**src/rtl/cbus_pkg.sv**
```systemverilog
// Shared bus request/response types for the CPU-side bus.
package cbus_pkg;

    typedef struct packed {
        logic        valid;
        logic        is_write;
        logic [31:0] addr;
        logic [2:0]  size;
        logic [3:0]  strobe;
        logic [3:0]  len;
        logic [1:0]  burst;
        logic [31:0] data;
    } cbus_req_t;

    typedef struct packed {
        logic        ready;
        logic        last;
        logic [31:0] data;
    } cbus_resp_t;

endpackage

```
**src/rtl/cbus_arbiter.sv**
```systemverilog
// Two-port arbiter: instruction (port 0) and data (port 1) masters share one
// downstream bus. One owner is granted per transaction and held until the
// ready&last beat or until the owner drops valid.
module cbus_arbiter
    import cbus_pkg::*;
#(
    parameter bit RR_EN = 1'b1
) (
    input  logic       clk,
    input  logic       reset,
    input  cbus_req_t  ireq0,
    output cbus_resp_t iresp0,
    input  cbus_req_t  ireq1,
    output cbus_resp_t iresp1,
    output cbus_req_t  oreq,
    input  cbus_resp_t oresp,
    output logic [1:0] grant
);

    typedef enum logic [0:0] {StIdle, StBusy} state_e;

    state_e    state_q, state_d;
    logic      sel_q, sel_d;
    logic      last_q, last_d;
    cbus_req_t owner_req;
    logic      complete;

    // Request of the current owner; only meaningful in StBusy.
    always_comb begin
        owner_req = sel_q ? ireq1 : ireq0;
    end

    assign complete = (state_q == StBusy) && oresp.ready && oresp.last;

    // State, owner and last-served registers; reset makes port 0 win the first tie.
    always_ff @(posedge clk or posedge reset) begin
        if (reset) begin
            state_q <= StIdle;
            sel_q   <= 1'b0;
            last_q  <= 1'b1;
        end else begin
            state_q <= state_d;
            sel_q   <= sel_d;
            last_q  <= last_d;
        end
    end

    // Next-state: arbitrate only in StIdle, release on completion or abort.
    always_comb begin
        state_d = state_q;
        sel_d   = sel_q;
        last_d  = last_q;
        unique case (state_q)
            StIdle: begin
                if (ireq0.valid || ireq1.valid) begin
                    state_d = StBusy;
                    if (ireq0.valid && ireq1.valid) begin
                        sel_d = RR_EN ? ~last_q : 1'b1;
                    end else begin
                        sel_d = ireq1.valid;
                    end
                end
            end
            StBusy: begin
                if (complete) begin
                    state_d = StIdle;
                    last_d  = sel_q;
                end else if (!owner_req.valid) begin
                    // Abort: owner gave up, history is left untouched.
                    state_d = StIdle;
                end
            end
            default: state_d = StIdle;
        endcase
    end

    // Outputs: forward only the owner while busy; everything else is zero.
    always_comb begin
        oreq   = '0;
        iresp0 = '0;
        iresp1 = '0;
        grant  = 2'b00;
        if (state_q == StBusy) begin
            grant = sel_q ? 2'b10 : 2'b01;
            if (owner_req.valid) begin
                oreq = owner_req;
            end
            if (sel_q) begin
                iresp1 = oresp;
            end else begin
                iresp0 = oresp;
            end
        end
    end

endmodule

```
**config.mk**
```make
export PLATFORM = sky130hd
export DESIGN_NAME = cbus_arbiter
export DESIGN_NICKNAME = d
export VERILOG_FILES = /design/src/rtl/cbus_pkg.sv /design/src/rtl/cbus_arbiter.sv
export SDC_FILE = /design/constraint.sdc
export NUM_CORES = 1
export LEC_CHECK = 0
export BUFFER_PORTS_ARGS = -buffer_cell sky130_fd_sc_hd__buf_2
export CORE_AREA = 2 2 133 135
export DETAILED_ROUTE_END_ITERATION = 7
export DIE_AREA = 0 0 135 137
export HOLD_SLACK_MARGIN = 0.1
export PLACE_DENSITY_LB_ADDON = 0.15
export SLEW_MARGIN = 30
export SYNTH_ARGS = -nofsm -noshare
export SYNTH_HDL_FRONTEND = slang
export SYNTH_SLANG_ARGS = --single-unit
```
**constraint.sdc**
```tcl
create_clock -name clk -period 1.05 [get_ports clk]
set_input_delay 0 -clock clk [delete_from_list [all_inputs] [get_ports clk]]
set_output_delay 0 -clock clk [all_outputs]
set_load 0.02 [all_outputs]
```
==> metrics.md, run 1 <==
| Metric | Value |
|---|---|
| Total Power | ~0.011 W |
| Ys async rst share | between 90% and 100% |
| Crit-path cells | buf_6, nor2b_4, buf_12, and2_1, buf_6 |
| Iteration-0 DRC Markers | between 150 and 200 |
| Worst relative slew slack | around four fifths |
| Die width | approximately 140 um |
| Largest net degree at the start of global routing | 61 |
| Hold_sp | oresp[32] |
| Critical path origin | sel_q |
| FP Rows | 48 |
| Total track usage | a little over an eighth |
| Worst slew pin tran | 280.8 ps |
| Per-cell routed wire length | roughly 15 um |
| Worst path arrival time | between 1500 and 2000 ps |
| Top sig layer | met4 |
| HPWL reported at the end of detailed placement | approximately 11 mm |
| Post-synth EDFFs | 0 |
| Slowest cell delay on critical path | approximately 520 ps |
| Final worst path period need | 1513 ps |
| Worst path required time | 1050 ps |
| Drt drc | 0 |
| DIE AREA | ~18,000 sq um |
| Post-Layout Cell Count | just over 900 |
| Yosys reg bits | 3 |
| Sequential-to-total area share from yosys stat | 3.310% |
| Netlist cell types | 24 |
| Initial antenna violation count | 4 |
| Critical path type | reg -> out |
| I/O pin count | 343 |
| Syn. warnings | 0 |
| Cell Area, Synth | between 2000 and 2500 sq um |
| Final hold slack | 130.8 ps |
| Clock slew at reported path FFs | approximately 30 ps |
| Failing checks | negative setup slack |
| Worst path bufs/invs | 3 |
| Setup violators final | between 150 and 200 |
| Wl on met1 | 5.071 mm |
| Clock buffer depth | 2 |
| Vias | roughly 4,100 |
| Filler instances | 1,861 |
| Area Overhead vs Synth | 135.7% |
| Worst path slowest cell | dfrtp_4 |
| Worst-Skew Late Latency | 230 ps |
| Overflow after GRT | 0 |
| Syn nets | approximately 570 |
| Max VDD drop | 1.312 mV |
| CP max FO | 33 |
| Worst Setup Start Kind | flop |
| Final worst slack | -462.9 ps |
| Post-synth top flop | dfrtp_1 |
| Highest Clock Rate | roughly 660 MHz |
| Setup TNS | -58,660 ps |
| Fin crit share | 144.1% |
| Clock Tree Root | clkbuf_16 |
| Number of global-route vias before repair | ~4,000 |
| Synth Area per Inst | just over 6 sq um |
| Chip height | about 140 um |
| Port Buffers | around 340 |
| Most used cell, CP | buf_6 |
| Final hold vios | 0 |
| Leakage | ~2.5 nW |
| Max Cap Viol | 0 |
| Synthesized netlist cell count | approximately 370 |
| Routed met2 length | approximately 7.6 mm |
| CP delay by family, top | flip-flops |
| Share of layout cells above drive strength 1 | between 60% and 70% |
| Num Clock Sinks | 3 |
| Core area | around 17,000 sq um |
| ANT nets after route | 0 |
| HP Class | in -> reg |
| Skew final | between 2 and 2.5 ps |
| Slew Limit Fails | 0 |
| Vias per std cell | 4.456 |
| Power Density | roughly 2000 nW/um^2 |
| Initial core utilization | a little over an eighth |
| Commonest non-fill, non-tap cell in the layout | buf_2 |
| Num CTS Buffers | 3 |
| RSZ-0062 raised after global routing | true |
| Setup crit end kind | primary output |
| Commonest cells after routing, fill and taps aside | 225 x buf_2, 84 x buf_6, 79 x nand3_1 |
| Outcome | finished with violations |
| Setup WS pre-CTS | -242.6 ps |
| DP Cell Count | around 910 |
| Final wirelength | between 10 and 15 mm |
| DR pass1 iterations | 4 |
| TritonCTS clock tree | done |
| H-tree depth | 1 |
| First-pass GRT wire length | 20.25 mm |
| Reg2Reg Launch Point | sel_q |
| Met3 routed WL | ~1.1 mm |
| Nets | around 880 |
| Placer congestion estimate | 0.8463 |
area by class of cell:
type | instances | area (sq um) | share of cell area (%)
Antenna cell | 4 | 10.01 | 0.1842
Clock buffer | 4 | 78.83 | 1.450
Inverter | 2 | 10.01 | 0.1842
Multi-Input combinational cell | 314 | 2310 | 42.50
Sequential cell | 3 | 80.08 | 1.473
Tap cell | 225 | 281.5 | 5.180
Timing Repair Buffer | 366 | 2665 | 49.03
power breakdown:
group | internal, W | total (W) | switching [W] | leakage (nW)
Sequential | 0.000197 | 0.000288 | 0.0000912 | 0.0325
Clock | 0.000502 | 0.000614 | 0.000113 | 0.0382
Combinational | 0.00468 | 0.0102 | 0.00554 | 2.46
layer usage:
layer | vias to the layer above | track usage [%]
li1 | 1985 | -
met1 | 1914 | 14.65
met2 | 186 | 26.40
met3 | 6 | 2.926
met4 | 0 | 2.546
met5 | - | 0
cell families (layout without fill, tap and decap cells):
kind of cell	after synthesis	after routing	share of synthesized area, %
other	0	4	0
DFF	3	3	3.310
and+or+nand+nor	232	232	62.89
buffers and inverters	56	372	15.25
muxes	2	2	0.9224
AOI/OAI and AO/OA	80	80	17.63
what timing repair did:
item,in CTS,in global routing
hold endpoints to repair,3,0
resized for setup,152,57
pin swaps,2,9
hold buffers,1,0
endpoints found under the setup margin,152,152
buffers inserted,1,0
synthesized netlist by cell type, types with 2 or more instances:
cell,count,area share [%]
buf_2,16,3.5
buf_1,5,0.81
dfrtp_1,2,2.2
clkbuf_2,4,0.87
clkbuf_1,13,2.1
buf_6,3,1.5
a21oi_1,78,17
buf_8,6,3.9
and3_1,34,9.2
nand3b_1,78,25
nand3_1,79,17
nor2_1,2,0.33
buf_4,7,2.3
and2_1,36,9.8
flip-flops by register name (all words and copies together), names as in the netlist:
signal   cells
state_q      1
last_q       1
sel_q        1
path summary, 6_finish.rpt:
path	end	slack (ps)	cells past startpoint
setup / recovery	iresp0[20]	-460	5
hold / removal	state_q	130	3
setup reg to reg	state_q	-150	3
hold reg to reg	sel_q	610	2
max in group asynchronous	last_q	630	3
min in group asynchronous	state_q	200	3
worst reg2reg max path, delay by kind of cell (launching register included):
| family | cells | cell delay, ps |
|---|---|---|
| compound gates | 1 | 100 |
| buf+inv | 1 | 240 |
| flops | 1 | 470 |
| mux | 1 | 260 |
stage by stage:
step	util, %	area, sq um
5_1_grt	31.85	5433
4_1_cts	30.79	5251
3_3_place_gp	27.58	4705
2_1_floorplan	-	2731
6_report	31.87	5435
3_5_place_dp	27.58	4705
No activity file was read; power rests on OpenSTA's default activity.
==> run 2, diff against run 1 <==
--- a/config.mk
+++ b/config.mk
@@ -11,6 +11,7 @@
 export DIE_AREA = 0 0 135 137
 export HOLD_SLACK_MARGIN = 0.1
 export PLACE_DENSITY_LB_ADDON = 0.15
+export SETUP_SLACK_MARGIN = 0.3
 export SLEW_MARGIN = 30
 export SYNTH_ARGS = -nofsm -noshare
 export SYNTH_HDL_FRONTEND = slang
==> metrics.md, run 2 (synthesized netlist as in run 1, its figures left out) <==
| Metric | Value |
|---|---|
| Sw Share | a little under half |
| Leakage | between 2 and 3 nW |
| Max VDD drop | 1.243 mV |
| Number of global-route vias before repair | ~4,000 |
| Share of layout cells above drive strength 1 | between 80% and 90% |
| DR pass1 iterations | 4 |
| FP Rows | 48 |
| H-tree depth | 1 |
| Final worst slack | -540.4 ps |
| Total track usage | between 10 and 15% |
| Area Overhead vs Synth | 195.0% |
| Final hold slack | 188.8 ps |
| Commonest non-fill, non-tap cell in the layout | buf_2 |
| Vias | roughly 4,300 |
| Slew Limit Fails | 0 |
| DIE AREA | ~18,000 sq um |
| Setup TNS | -71,370 ps |
| Initial core utilization | a little over an eighth |
| DP Cell Count | 912 |
| ANT nets after route | 0 |
| Port Buffers | ~340 |
| Chip height | 137 um |
| Comb pwr share | a little over nine tenths |
| Nets | between 900 and 1,000 |
| Worst slew pin tran | just under 300 ps |
| Die width | approximately 140 um |
| Worst Setup Start Kind | flop |
| Fin crit share | 151.5% |
| Drt drc | 0 |
| Overflow after GRT | 0 |
| Per-cell routed wire length | ~17 um |
| Final wirelength | roughly 16 mm |
| Setup violators final | 152 |
| N_diodes | 0 |
| Clock buffer depth | 2 |
| Clock slew at reported path FFs | around 30 ps |
| CP max FO | 13 |
| Worst relative slew slack | between 80% and 90% |
| Outcome | finished with violations |
| Num Clock Sinks | 3 |
| Failing checks | negative setup slack |
| Max Cap Viol | 0 |
| Top Registers | last_q x1, sel_q x1, state_q x1 |
| Vias per std cell | approximately 4.6 |
| Final Core Density | between 30% and 40% |
| Largest net degree at the start of global routing | a little under 90 |
| Core area | 17,060 sq um |
| HP Class | in -> reg |
| TritonCTS clock tree | done |
| RSZ-0062 raised after global routing | true |
| Final worst path period need | 1590 ps |
| Highest Clock Rate | ~630 MHz |
| Internal power | roughly 0.0085 W |
| Final hold vios | 0 |
| Num CTS Buffers | 3 |
| HPWL reported at the end of detailed placement | ~10 mm |
| I/O pin count | between 300 and 400 |
| Initial antenna violation count | 0 |
| Iteration-0 DRC Markers | between 100 and 150 |
| Clock share of power | 3.9% |
| Setup crit end kind | primary output |
| Worst-Skew Late Latency | 220 ps |
| Clock Tree Root | clkbuf_16 |
| Skew final | about 2.6 ps |
| Total Power | ~0.016 W |
| Worst path arrival time | between 1500 and 2000 ps |
| First-pass GRT wire length | between 15 and 20 mm |
| Worst path required time | between 1000 and 1500 ps |
| Placer congestion estimate | about 0.76 |
| Power Density | 2318 nW/um^2 |
| P_sw | 0.007275 W |
| Commonest cells after routing, fill and taps aside | 199 x buf_2, 126 x buf_6, 78 x nand3b_1 |
| Reg power frac | 1.8% |
| Post-Layout Cell Count | 948 |
| Critical path type | reg -> out |
## run 2: cell types whose count changed in the layout (fill, tap and decap cells not counted), sizes merged
| cell | previous run | this run |
|---|---|---|
| buf | 365 | 388 |
| clkbuf | 4 | 15 |
| diode | 4 | 0 |
## run 2: final timing paths
kind                            from    endpoint  slack (ps)  depth (start not counted)
hold reg to reg               last_q       sel_q         630                          2
setup reg to reg               sel_q     state_q        -230                          4
setup / recovery               sel_q  iresp1[22]        -540                          6
hold / removal             oresp[33]      last_q         190                          3
min in group asynchronous      reset       sel_q         210                          3
max in group asynchronous      reset      last_q         630                          3
## run 2: layout make-up
| cell class | count | area (sq um) |
|---|---|---|
| clock buffers | 4 | 78.83 |
| fillers | 1704 | 10250 |
| inverters | 2 | 12.51 |
| multi-input cells | 314 | 2877 |
| flip-flops and latches | 3 | 81.33 |
| well taps | 225 | 281.5 |
| repair buffers | 400 | 3471 |
## run 2: repair_timing
action / CTS / global route
hold buffers: 1 / 0
gates resized for setup: 94 / 216
pin swaps: 10 / 31
setup endpoints to repair: 152 / 152
buffers inserted: 4 / 8
endpoints found under the hold margin: 3 / 0
gates cloned: 2 / 17
## run 2: critical path, cell delays in order, from the launching register on
cell	delay, ps
dfrtp_4	490
buf_6	130
buf_8	130
buf_16	150
clkbuf_16	170
and3_4	140
buf_2	150
## run 2: per-stage QoR
stage          setup WS, ps  instance area [sq um]
4_1_cts              -554.1                   5622
6_report             -540.4                   6802
2_1_floorplan        -96.19                   3251
3_5_place_dp         -337.2                   5176
3_3_place_gp         -309.3                   5176
5_1_grt              -576.0                   6802
## run 2: power groups by stage
stage | sequential [W] | clock (W) | combinational [W]
after floorplan | 0.000249 | 0 | 0.00758
after global placement | 0.000289 | 0 | 0.00983
after detailed placement | 0.000289 | 0 | 0.00997
after CTS | 0.000295 | 0.000614 | 0.0110
after global routing | 0.000294 | 0.000631 | 0.0156
final | 0.000288 | 0.000608 | 0.0149
## run 2: per-layer routing
| layer | vias up | part of all wire [%] | routed length [um] | global-route usage [%] |
|---|---|---|---|---|
| met5 | - | 0 | 0 | 0 |
| met4 | 0 | 1.4 | 225 | 2.315 |
| met3 | 15 | 7.1 | 1152 | 2.556 |
| met2 | 218 | 55 | 8894 | 26.25 |
| met1 | 2037 | 37 | 5999 | 13.64 |
| li1 | 2057 | - | - | - |
